<file path="config.mk">
export PLATFORM = sky130hd
export DESIGN_NAME = cpu_divider
export DESIGN_NICKNAME = d
export VERILOG_FILES = /design/src/rtl/cpu_divider.sv
export SDC_FILE = /design/constraint.sdc
export NUM_CORES = 1
export LEC_CHECK = 0
export BUFFER_PORTS_ARGS = -buffer_cell sky130_fd_sc_hd__buf_4
export CORE_ASPECT_RATIO = 1.5
export CORE_MARGIN = 3
export CORE_UTILIZATION = 50
export DETAILED_ROUTE_END_ITERATION = 10
export GPL_ROUTABILITY_DRIVEN = 0
export PLACE_DENSITY = 0.75
export SYNTH_ARGS = -nofsm -noshare
export SYNTH_HDL_FRONTEND = slang
export SYNTH_SLANG_ARGS = --single-unit
</file>
<file path="constraint.sdc">
create_clock -name i_clock -period 9.62 [get_ports i_clock]
set_clock_uncertainty 0.1 [all_clocks]
set_input_delay 0 -clock i_clock [delete_from_list [all_inputs] [get_ports i_clock]]
set_output_delay 0 -clock i_clock [all_outputs]
set_load 0.02 [all_outputs]
</file>
<file path="src/rtl/cpu_divider.sv">
// cpu_divider: iterative radix-2 restoring divider for RV32M DIV/DIVU/REM/REMU.
// A request starts on a rising edge of i_latch. Division always runs on
// magnitudes for a fixed 32 iterations, then one fix-up cycle applies signs and
// the RISC-V divide-by-zero rule. The result is held until the next request.
module cpu_divider #(
    parameter int WIDTH = 32
) (
    input  logic             i_clock,
    input  logic             i_reset_n,
    input  logic             i_latch,
    input  logic             i_signed,
    input  logic [WIDTH-1:0] i_numerator,
    input  logic [WIDTH-1:0] i_denominator,
    output logic             o_ready,
    output logic [WIDTH-1:0] o_result,
    output logic [WIDTH-1:0] o_remainder
);

    localparam int CW = $clog2(WIDTH);

    typedef enum logic [1:0] {
        IDLE = 2'd0,
        BUSY = 2'd1,
        FIX  = 2'd2,
        DONE = 2'd3
    } state_t;

    state_t state_reg;
    state_t state_next;

    logic             latch_reg;
    logic             done_reg;
    logic [CW-1:0]    count_reg;
    logic [WIDTH-1:0] quo_reg;
    logic [WIDTH-1:0] rem_reg;
    logic [WIDTH-1:0] den_reg;
    logic             num_neg_reg;
    logic             den_neg_reg;
    logic             den_zero_reg;
    logic             signed_reg;

    logic             start;
    logic             last_iter;
    logic             num_neg;
    logic             den_neg;
    logic [WIDTH-1:0] num_mag;
    logic [WIDTH-1:0] den_mag;
    logic [WIDTH:0]   rem_shift;
    logic [WIDTH:0]   diff;
    logic             fits;
    logic [WIDTH-1:0] rem_step;
    logic [WIDTH-1:0] quo_step;
    logic             quo_neg;
    logic [WIDTH-1:0] quo_fix;
    logic [WIDTH-1:0] rem_fix;

    // A request is accepted only from IDLE/DONE; edges while busy are ignored.
    assign start     = i_latch & ~latch_reg & ((state_reg == IDLE) || (state_reg == DONE));
    assign last_iter = (count_reg == CW'(WIDTH - 1));

    // The held result is masked in the request's first cycle.
    assign o_ready = done_reg & ~start;

    // Operand magnitudes; sign bits only count in signed mode.
    always_comb begin
        num_neg = i_signed & i_numerator[WIDTH-1];
        den_neg = i_signed & i_denominator[WIDTH-1];
        num_mag = num_neg ? (~i_numerator + 1'b1) : i_numerator;
        den_mag = den_neg ? (~i_denominator + 1'b1) : i_denominator;
    end

    // One restoring step: shift {rem,quo} left, subtract den if it fits.
    // The shifted remainder needs one extra bit, as it can reach 2*den-1.
    always_comb begin
        rem_shift = {rem_reg, quo_reg[WIDTH-1]};
        diff      = rem_shift - {1'b0, den_reg};
        fits      = ~diff[WIDTH];
        rem_step  = fits ? diff[WIDTH-1:0] : rem_shift[WIDTH-1:0];
        quo_step  = {quo_reg[WIDTH-2:0], fits};
    end

    // Sign fix-up. The 0x80000000 / -1 overflow case needs no special handling:
    // magnitude division gives 0x80000000 with rem 0 and the signs agree.
    // Divide-by-zero: the magnitude loop leaves rem=|num|, which the numerator
    // sign turns back into num; only the quotient must be forced to all ones.
    always_comb begin
        quo_neg = signed_reg & (num_neg_reg ^ den_neg_reg);
        if (den_zero_reg) begin
            quo_fix = '1;
        end else begin
            quo_fix = quo_neg ? (~quo_reg + 1'b1) : quo_reg;
        end
        rem_fix = num_neg_reg ? (~rem_reg + 1'b1) : rem_reg;
    end

    // State register.
    always_ff @(posedge i_clock or negedge i_reset_n) begin
        if (!i_reset_n) begin
            state_reg <= IDLE;
        end else begin
            state_reg <= state_next;
        end
    end

    // Next-state logic: IDLE -> BUSY (32 cycles) -> FIX -> DONE.
    always_comb begin
        state_next = state_reg;
        case (state_reg)
            IDLE:    if (start) state_next = BUSY;
            BUSY:    if (last_iter) state_next = FIX;
            FIX:     state_next = DONE;
            DONE:    if (start) state_next = BUSY;
            default: state_next = IDLE;
        endcase
    end

    // Request edge detector.
    always_ff @(posedge i_clock or negedge i_reset_n) begin
        if (!i_reset_n) begin
            latch_reg <= 1'b0;
        end else begin
            latch_reg <= i_latch;
        end
    end

    // Datapath: operand capture, iteration, and result write in FIX.
    always_ff @(posedge i_clock or negedge i_reset_n) begin
        if (!i_reset_n) begin
            count_reg    <= '0;
            quo_reg      <= '0;
            rem_reg      <= '0;
            den_reg      <= '0;
            num_neg_reg  <= 1'b0;
            den_neg_reg  <= 1'b0;
            den_zero_reg <= 1'b0;
            signed_reg   <= 1'b0;
            done_reg     <= 1'b0;
            o_result     <= '0;
            o_remainder  <= '0;
        end else if (start) begin
            count_reg    <= '0;
            quo_reg      <= num_mag;
            rem_reg      <= '0;
            den_reg      <= den_mag;
            num_neg_reg  <= num_neg;
            den_neg_reg  <= den_neg;
            den_zero_reg <= (i_denominator == '0);
            signed_reg   <= i_signed;
            done_reg     <= 1'b0;
        end else if (state_reg == BUSY) begin
            count_reg <= count_reg + CW'(1);
            quo_reg   <= quo_step;
            rem_reg   <= rem_step;
        end else if (state_reg == FIX) begin
            o_result    <= quo_fix;
            o_remainder <= rem_fix;
            done_reg    <= 1'b1;
        end
    end

endmodule

</file>
After elaboration in Yosys (flattened, before gate mapping)
Index checks and enable logic that the tools add are counted.
Storage, ports and cells
  bits in registers: 173
Operators by class
  add/subtract/negate cells: 6
  eq/ne operators: 7
  multiplexer cells: 18
  bitwise logic cells: 15
  reduce and logical (&&, ||, !) cells: 9
Operator list (number)
  $mux W32: 10
  $add A32 B1 Y32 const B: 4
  $not A32 Y32: 4
  $sub A33 B32 Y33: 1
  $logic_not A32 Y1: 1
  $mux W5: 2
  $and A1 B1 Y1: 6
  $pmux W2 S3: 1
  $add A5 B1 Y5 const B: 1
  $eq A5 B5 Y1 const B: 1
  $eq A2 B2 Y1 const B: 2
  $mux W2: 2
  $ne A2 B2 Y1 const B: 2
  $not A1 Y1: 4
  $reduce_and A2 Y1: 2
  $reduce_bool A2 Y1: 2
  $mux W1: 3
  $reduce_and A3 Y1: 1
  $eq A2 B1 Y1 const B: 1
  $logic_not A2 Y1: 1
  $ne A2 B1 Y1 const B: 1
  $reduce_or A2 Y1: 1
  $logic_or A1 B1 Y1: 1
  $xor A1 B1 Y1: 1

Logic depth before layout (Yosys ltp)
Gate-level depths: netlist (run 1).
  word-level depth: 5
  gate-level depth with buffers: 13
  gate-level depth less buffers: 12

Worst setup path after synthesis (run 1)
Ideal clock, no wire load.
  path kind: register to register
  start point: register quo_reg[31]
  end point: register rem_reg[13]
  library setup time: 0.137 ns
  arrival time: 2.824 ns
  data required time: 9.383 ns
  path slack: 6.560 ns
  stages on the path, launching flop included: 14
  buffers on the path: 1
  period minus slack after synthesis: 3.060 ns
  cells stage by stage: dfrtp_1 > inv_1 > ha_1 > fa_1 > nand2b_1 > a21o_1 > nand3_1 > a21oi_1 > o31a_1 > o21ai_4 > xnor2_4 > buf_2 > mux2i_1 > a21oi_1
On the way
  word-level cells in the longest chain between the ends: 4
RTL lines
  start, declared: RTL line 34  | logic [WIDTH-1:0] quo_reg;
  start signal, assigned: RTL line 142  | quo_reg <= num_mag;
  start signal, assigned: RTL line 152  | quo_reg <= quo_step;
  $sub A33 B32 Y33: RTL line 76  | diff = rem_shift - {1'b0, den_reg};
  $mux W32: RTL line 78  | rem_step = fits ? diff[WIDTH-1:0] : rem_shift[WIDTH-1:0];
  $mux W32: RTL line 150  | end else if (state_reg == BUSY) begin
  $mux W32: RTL line 140  | end else if (start) begin
  end signal, assigned: RTL line 153  | rem_reg <= rem_step;
  end, declared: RTL line 35  | logic [WIDTH-1:0] rem_reg;
Every way passes these cells. The select of a mux whose other input is x is not followed.
A chain may end at the register's enable or synchronous reset.

Worst setup path after layout (run 1)
  start point: register rem_reg[14]
  end point: register rem_reg[2]
On the way
  word-level cells in the longest chain between the ends: 4
RTL lines (RTL line)
  $sub A33 B32 Y33: 76
  $mux W32: 78
  $mux W32: 150
  $mux W32: 140
Every way passes these cells. The select of a mux whose other input is x is not followed.

==> results.yml, run 1 <==
grt:
  grt_max_degree: 104
  grt_pass1_wl_um: 47600
  top_usage_layer: "met2"
  grt_pass1_vias: 10100
  antenna_found_initial: 0
  grtUsageMet2: 0.432
  grt_use_met1: 0.264
  use_met3: 0.0408
  grt_use_total: 0.236
  overflow: 0
sta:
  rsz0062_at_grt: "no"
  layout_setup_ws_ns: 5.88
  period_share: 0.389
  period_minus_slack_ns: 3.74
  fmax_mhz: 267
  maxSlewViolCount: 0
  tightest_slew_ns: 0.956
  fin_setup_tns_ns: 0
  setup_viol: 0
  max_slew_margin: 0.363
  finalHoldViolCount: 0
  holdWs_ns: 0.136
finish:
  post-route-util: 0.627
  layout-drive-gt1-share: 0.131
  seqCellArea_sq_um: 4330
  n_fill_cell: 1873
  multi_input_area_sq_um: 6610
  syn2layout_area_growth_pct: 23.1
  num-nets-final: 1619
detailed_routing:
  wl_per_cell_um: 16.1
  vias_per_cell: 5.67
  final_antenna_net_count: 0
  first_pass_iters: 5
  num_vias: 10200
  drc: 0
  totalWireLength_um: 28900
  drt_iter0_drc: 504
power:
  ir_drop_uv: 209
  p_seq_frac: 0.269
  p_leak_uw: 0.00609
  switching_share: 0.472
  combPwrFrac: 0.612
  power_density_nw_per_um2: 387
  clkPwrFrac: 0.120
  internal_power_uw: 2870
  switching_power_uw: 2560
setup_path:
  cp_common_cell: "a21oi_1"
  critical_path_buf_inv_count: 1
  ff2ff_setup_slack_ns: 5.88
  worstPathCellList: "ha_1, a21oi_1, o21ai_0, or2_2, a21oi_1, o31a_1, o21ai_4, xnor2_4, buf_4, mux2i_1, a21oi_1"
  cp.required_ns: 9.80
  critPathArrivalTime_ns: 3.92
  worstSetupPathType: "register to register"
  cp_slowest_cell: "buf_4"
  worstSetupEndpointType: "register"
  worstSetupStartpointType: "register"
  crit_fanout: 34
  r2r_end: "rem_reg[2]$_DFFE_PN0P_"
  reg2reg_from: "rem_reg[14]$_DFFE_PN0P_"
  crit_family: "compound AO/OA/AOI/OAI gates"
  worstRegToRegCells: 11
  slowest_delay_ns: 0.49
cts:
  cts-htree-levels: 4
  clk_pin_slew_worst_paths_ns: 0.07
  clockBufferDepth: 2
  post_cts_buffers: 0
  holdBufCountCts: 93
  root_buffer: "clkbuf_16"
  cts_tree: "built"
  cts_buffers: 17
  cts_resized: 0
  cts.sinks: 173
  insertion_delay_ns: 0.43
synthesis:
  yosysWarningCount: 0
  synth_top_area_frac: 0.379
  synth_area_sq_um: 11400
  synth_cell_types: 65
  syn_inst: 1331
  ys_top_cells_by_area: "dfrtp_1 38%, xor2_1 7.4%, a21oi_1 6.4%, o21ai_0 5.9%, mux2i_1 5.3%"
  async_reset_ff_frac: 1.00
  synth_flop_cell: "dfrtp_1"
  synth_edf_count: 0
  synth_nets: 1441
  ys_ff_latch: 173
  syn_area_per_cell_sq_um: 8.57
  yosys.area.top_type: "dfrtp_1"
  yosysSeqAreaShare: 0.379
floorplan:
  die-area_sq_um: 24700
  initial_utilization: 0.510
  dieHeight_um: 191
  num_rows: 67
  ios: 133
  core_sq_um: 22400
  die_width_um: 129
placement:
  dp_slack_ns: 5.91
  place_hpwl_um: 20400
  io_buffer_count: 132
run:
  cap_violations: 0
min_path:
  hp-class: "input pin to asynchronous set/reset pin"
run_status:
  outcome: "finished, final reports clean"
worst max path at each step:
stage	slack, ns	endpoint	start	cells past startpoint
floorplan	6.56	rem_reg[13]$_DFFE_PN0P_	quo_reg[31]$_DFFE_PN0P_	13
finish	5.88	rem_reg[2]$_DFFE_PN0P_	rem_reg[14]$_DFFE_PN0P_	11
detailed placement	5.91	rem_reg[2]$_DFFE_PN0P_	rem_reg[14]$_DFFE_PN0P_	11
CTS	5.90	rem_reg[2]$_DFFE_PN0P_	rem_reg[14]$_DFFE_PN0P_	11
global placement	6.10	rem_reg[9]$_DFFE_PN0P_	rem_reg[14]$_DFFE_PN0P_	11
global route	5.69	rem_reg[9]$_DFFE_PN0P_	rem_reg[14]$_DFFE_PN0P_	11
synth_stat cells, types with 20 or more instances:
| cell type | number |
|---|---|
| a21oi_1 | 147 |
| clkbuf_1 | 64 |
| dfrtp_1 | 173 |
| ha_1 | 41 |
| inv_1 | 57 |
| mux2i_1 | 60 |
| nand2_1 | 128 |
| nand3_1 | 20 |
| nor2_1 | 126 |
| nor3_1 | 21 |
| o21ai_0 | 135 |
| o31ai_1 | 24 |
| xnor2_1 | 53 |
| xor2_1 | 96 |
stage by stage:
stage	instances	instance area, sq um	power (uW)
finish	1799	14000	5430
global route	1798	14000	5880
CTS	1798	14000	5420
detailed placement	1673	12600	4700
global placement	1673	12600	4620
floorplan	1331	11400	3850
cell usage in the layout, fill, tap and decap left out, drive strengths merged, types with 4 or more instances in the layout:
cell type | netlist | routed
and2 | 13 | 13
nand2 | 128 | 128
xnor2 | 54 | 54
nor2b | 8 | 8
mux2 | 4 | 4
and3 | 4 | 4
a21o | 10 | 10
buf | 11 | 141
clkinv | 0 | 4
clkbuf | 64 | 19
o41ai | 17 | 17
o211ai | 4 | 4
a31oi | 12 | 12
o21ai | 137 | 137
inv | 57 | 59
nand2b | 9 | 9
a211oi | 8 | 8
a21oi | 147 | 147
clkinvlp | 0 | 6
nor3 | 24 | 24
o21bai | 6 | 6
nor4 | 9 | 9
ha | 41 | 41
or3 | 7 | 7
xor2 | 96 | 96
or4 | 18 | 18
dlygate4sd3 | 0 | 93
nand3 | 20 | 20
nor2 | 126 | 126
o31ai | 26 | 26
dfrtp | 173 | 173
nand4 | 7 | 7
mux2i | 60 | 60
kinds of logic after synthesis:
kind of cell,share of synthesized area
AND/OR/NAND/NOR,0.155
multiplexers,0.0566
AO/OA/AOI/OAI,0.201
flip-flops,0.379
XOR/XNOR,0.117
adder cells (fa/ha/maj),0.0467
buffers and inverters,0.0445
metal layers:
metal,part of all wire,wire length [um],up-vias
li1,-,-,5030
met4,0.037,1080,0
met2,0.53,15300,283
met3,0.044,1280,67
met1,0.39,11200,4823
met5,0,0,-
final cells by class:
cell class                      count  area share
Antenna cell                        1    0.000178
Clock buffer                       19      0.0308
Clock inverter                     13     0.00829
Inverter                           57      0.0152
Multi-Input combinational cell   1026       0.471
Sequential cell                   173       0.308
Tap cell                          276      0.0246
Timing Repair Buffer              234       0.142
power groups by stage:
| stage | Combinational (uW) | Clock [uW] | Sequential [uW] |
|---|---|---|---|
| 6_report | 3320 | 649 | 1460 |
| 5_1_grt | 3680 | 687 | 1510 |
| 4_1_cts | 3300 | 660 | 1450 |
| 3_5_place_dp | 3240 | 0 | 1460 |
| 3_3_place_gp | 3170 | 0 | 1450 |
| 2_1_floorplan | 2330 | 0 | 1530 |
No activity file was read; power rests on OpenSTA's default activity.
==> inputs of run 2 (changes only) <==
==> constraint.sdc (replaced) <==
create_clock -name i_clock -period 3.6 [get_ports i_clock]
set_clock_uncertainty 0.1 [all_clocks]
set_input_delay 0 -clock i_clock [delete_from_list [all_inputs] [get_ports i_clock]]
set_output_delay 0 -clock i_clock [all_outputs]
set_load 0.02 [all_outputs]
==> run 2 against run 1 <==
- global-route usage grew 0.80 points
- critical path type is now input pin to register
- register-to-register slack lost 5.6 ns
- clock power grew to 2.7 times the previous value
- total power grew to 2.7 times the previous value
- core utilization grew 0.95 points
==> results.yml, run 2 (synthesized netlist as in run 1, its figures left out) <==
setup_path:
  worstSetupStartpointType: "input pin"
  crit_start: "i_denominator[6]"
  crit_fanout: 4
  worstSetupEndpointType: "register"
  cp.required_ns: 3.82
  reg2reg_from: "rem_reg[14]$_DFFE_PN0P_"
  worstSetupPathType: "input pin to register"
  critPathArrivalTime_ns: 3.67
placement:
  io_buffer_count: 132
  place_hpwl_um: 20700
  dp.cells: 1681
sta:
  maxSlewViolCount: 0
  fin_setup_tns_ns: 0
  rsz0062_at_grt: "no"
  period_share: 0.958
  fmax_mhz: 290
  holdWs_ns: 0.0300
  period_minus_slack_ns: 3.45
  finalHoldViolCount: 0
  tightest_slew_ns: 0.974
  setup_viol: 0
  max_slew_margin: 0.351
detailed_routing:
  final_antenna_net_count: 0
  drt_iter0_drc: 601
  totalWireLength_um: 29500
  first_pass_iters: 5
  vias_per_cell: 5.68
  num_vias: 10300
  drc: 0
  wl_per_cell_um: 16.3
min_path:
  hp-class: "input pin to asynchronous set/reset pin"
grt:
  overflow: 0
  grt_pass1_vias: 10300
  grt_use_total: 0.245
  antenna_found_initial: 0
  grt_max_degree: 82
  grt_pass1_wl_um: 49100
floorplan:
  dieHeight_um: 191
  die_width_um: 129
  ios: 133
  die-area_sq_um: 24700
  num_rows: 67
  initial_utilization: 0.510
  core_sq_um: 22400
power:
  power_density_nw_per_um2: 1040
  totalPowerFinal_uw: 14800
  ir_drop_uv: 692
  p_leak_uw: 0.00621
run_status:
  outcome: "finished, final reports clean"
finish:
  num-nets-final: 1630
  layout.cells.non_filler: 1808
  layout-drive-gt1-share: 0.139
  layout_common_cells: "173 x dfrtp_1, 146 x a21oi_1, 146 x buf_4, 135 x o21ai_0, 126 x nand2_1"
  n_antenna_cell: 0
  syn2layout_area_growth_pct: 24.9
  final_common_cell: "dfrtp_1"
cts:
  root_buffer: "clkbuf_16"
  clk_pin_slew_worst_paths_ns: 0.06
  cts.sinks: 173
  cts_buffers: 17
  cts-htree-levels: 4
  clockBufferDepth: 2
  cts_tree: "built"
  insertion_delay_ns: 0.44
run:
  cap_violations: 0
-- run 2: cell count changes in the layout (fill, tap and decap cells not counted), sizes merged --
cell | before | now
clkinvlp | 6 | 5
diode | 1 | 0
inv | 59 | 58
buf | 141 | 152
clkinv | 4 | 1
clkbuf | 19 | 23
-- run 2: layer usage --
layer	up-vias	wire [um]	GRT usage
li1	5040	-	-
met1	4863	11500	0.280
met2	279	15500	0.436
met3	85	1270	0.0400
met4	0	1260	0.119
met5	-	0	0
-- run 2: critical path: stages --
cell           delay, ns
dlygate4sd3_1       0.56
buf_4               0.16
or4_4               0.59
nor3_4              0.25
nand2_2             0.16
nor3_4              0.24
nand2_1             0.14
or4_1               0.48
o41ai_2             0.26
xor2_1              0.20
dlygate4sd3_1       0.58
o21ai_1             0.05
-- run 2: metrics by stage --
stage | setup slack [ns] | area, sq um | utilization
2_1_floorplan | 0.540 | 11400 | -
3_3_place_gp | 0.343 | 12700 | 0.566
3_5_place_dp | 0.212 | 12700 | 0.566
4_1_cts | 0.0525 | 14200 | 0.634
5_1_grt | 0.0321 | 14300 | 0.637
6_report | 0.151 | 14300 | 0.637
-- run 2: report_power, final --
group | internal (uW) | switching, uW | leakage [uW]
clock network | 1010 | 759 | 0.000258
logic | 3980 | 5140 | 0.00389
registers | 2920 | 981 | 0.00206
total | 7900 | 6880 | 0.00621
-- run 2: what timing repair did --
action / in CTS / in global routing
hold buffers: 94 / 0
gates resized for setup: 0 / 10
setup endpoints to repair: 0 / 28
setup buffers: 0 / 2
endpoints found under the hold margin: 199 / 0
-- run 2: final cells by class --
type / instances / area, sq um
Timing Repair Buffer: 245 / 2150
Multi-Input combinational cell: 1026 / 6660
Sequential cell: 173 / 4330
Fill cell: 1860 / 8130
Clock inverter: 8 / 85.1
Tap cell: 276 / 345
Inverter: 57 / 214
Clock buffer: 23 / 478
-- run 2: path summary, 6_finish.rpt --
kind / to / slack, ns / cells after the start
setup reg to reg: rem_reg[11]$_DFFE_PN0P_ / 0.29 / 11
hold reg to reg: den_reg[24]$_DFFE_PN0P_ / 0.38 / 2
hold / removal: o_result[25]$_DFFE_PN0P_ / 0.03 / 3
max in group asynchronous: rem_reg[29]$_DFFE_PN0P_ / 2.81 / 3
setup / recovery: den_reg[30]$_DFFE_PN0P_ / 0.15 / 12
min in group i_clock: latch_reg$_DFF_PN0_ / 0.14 / 2
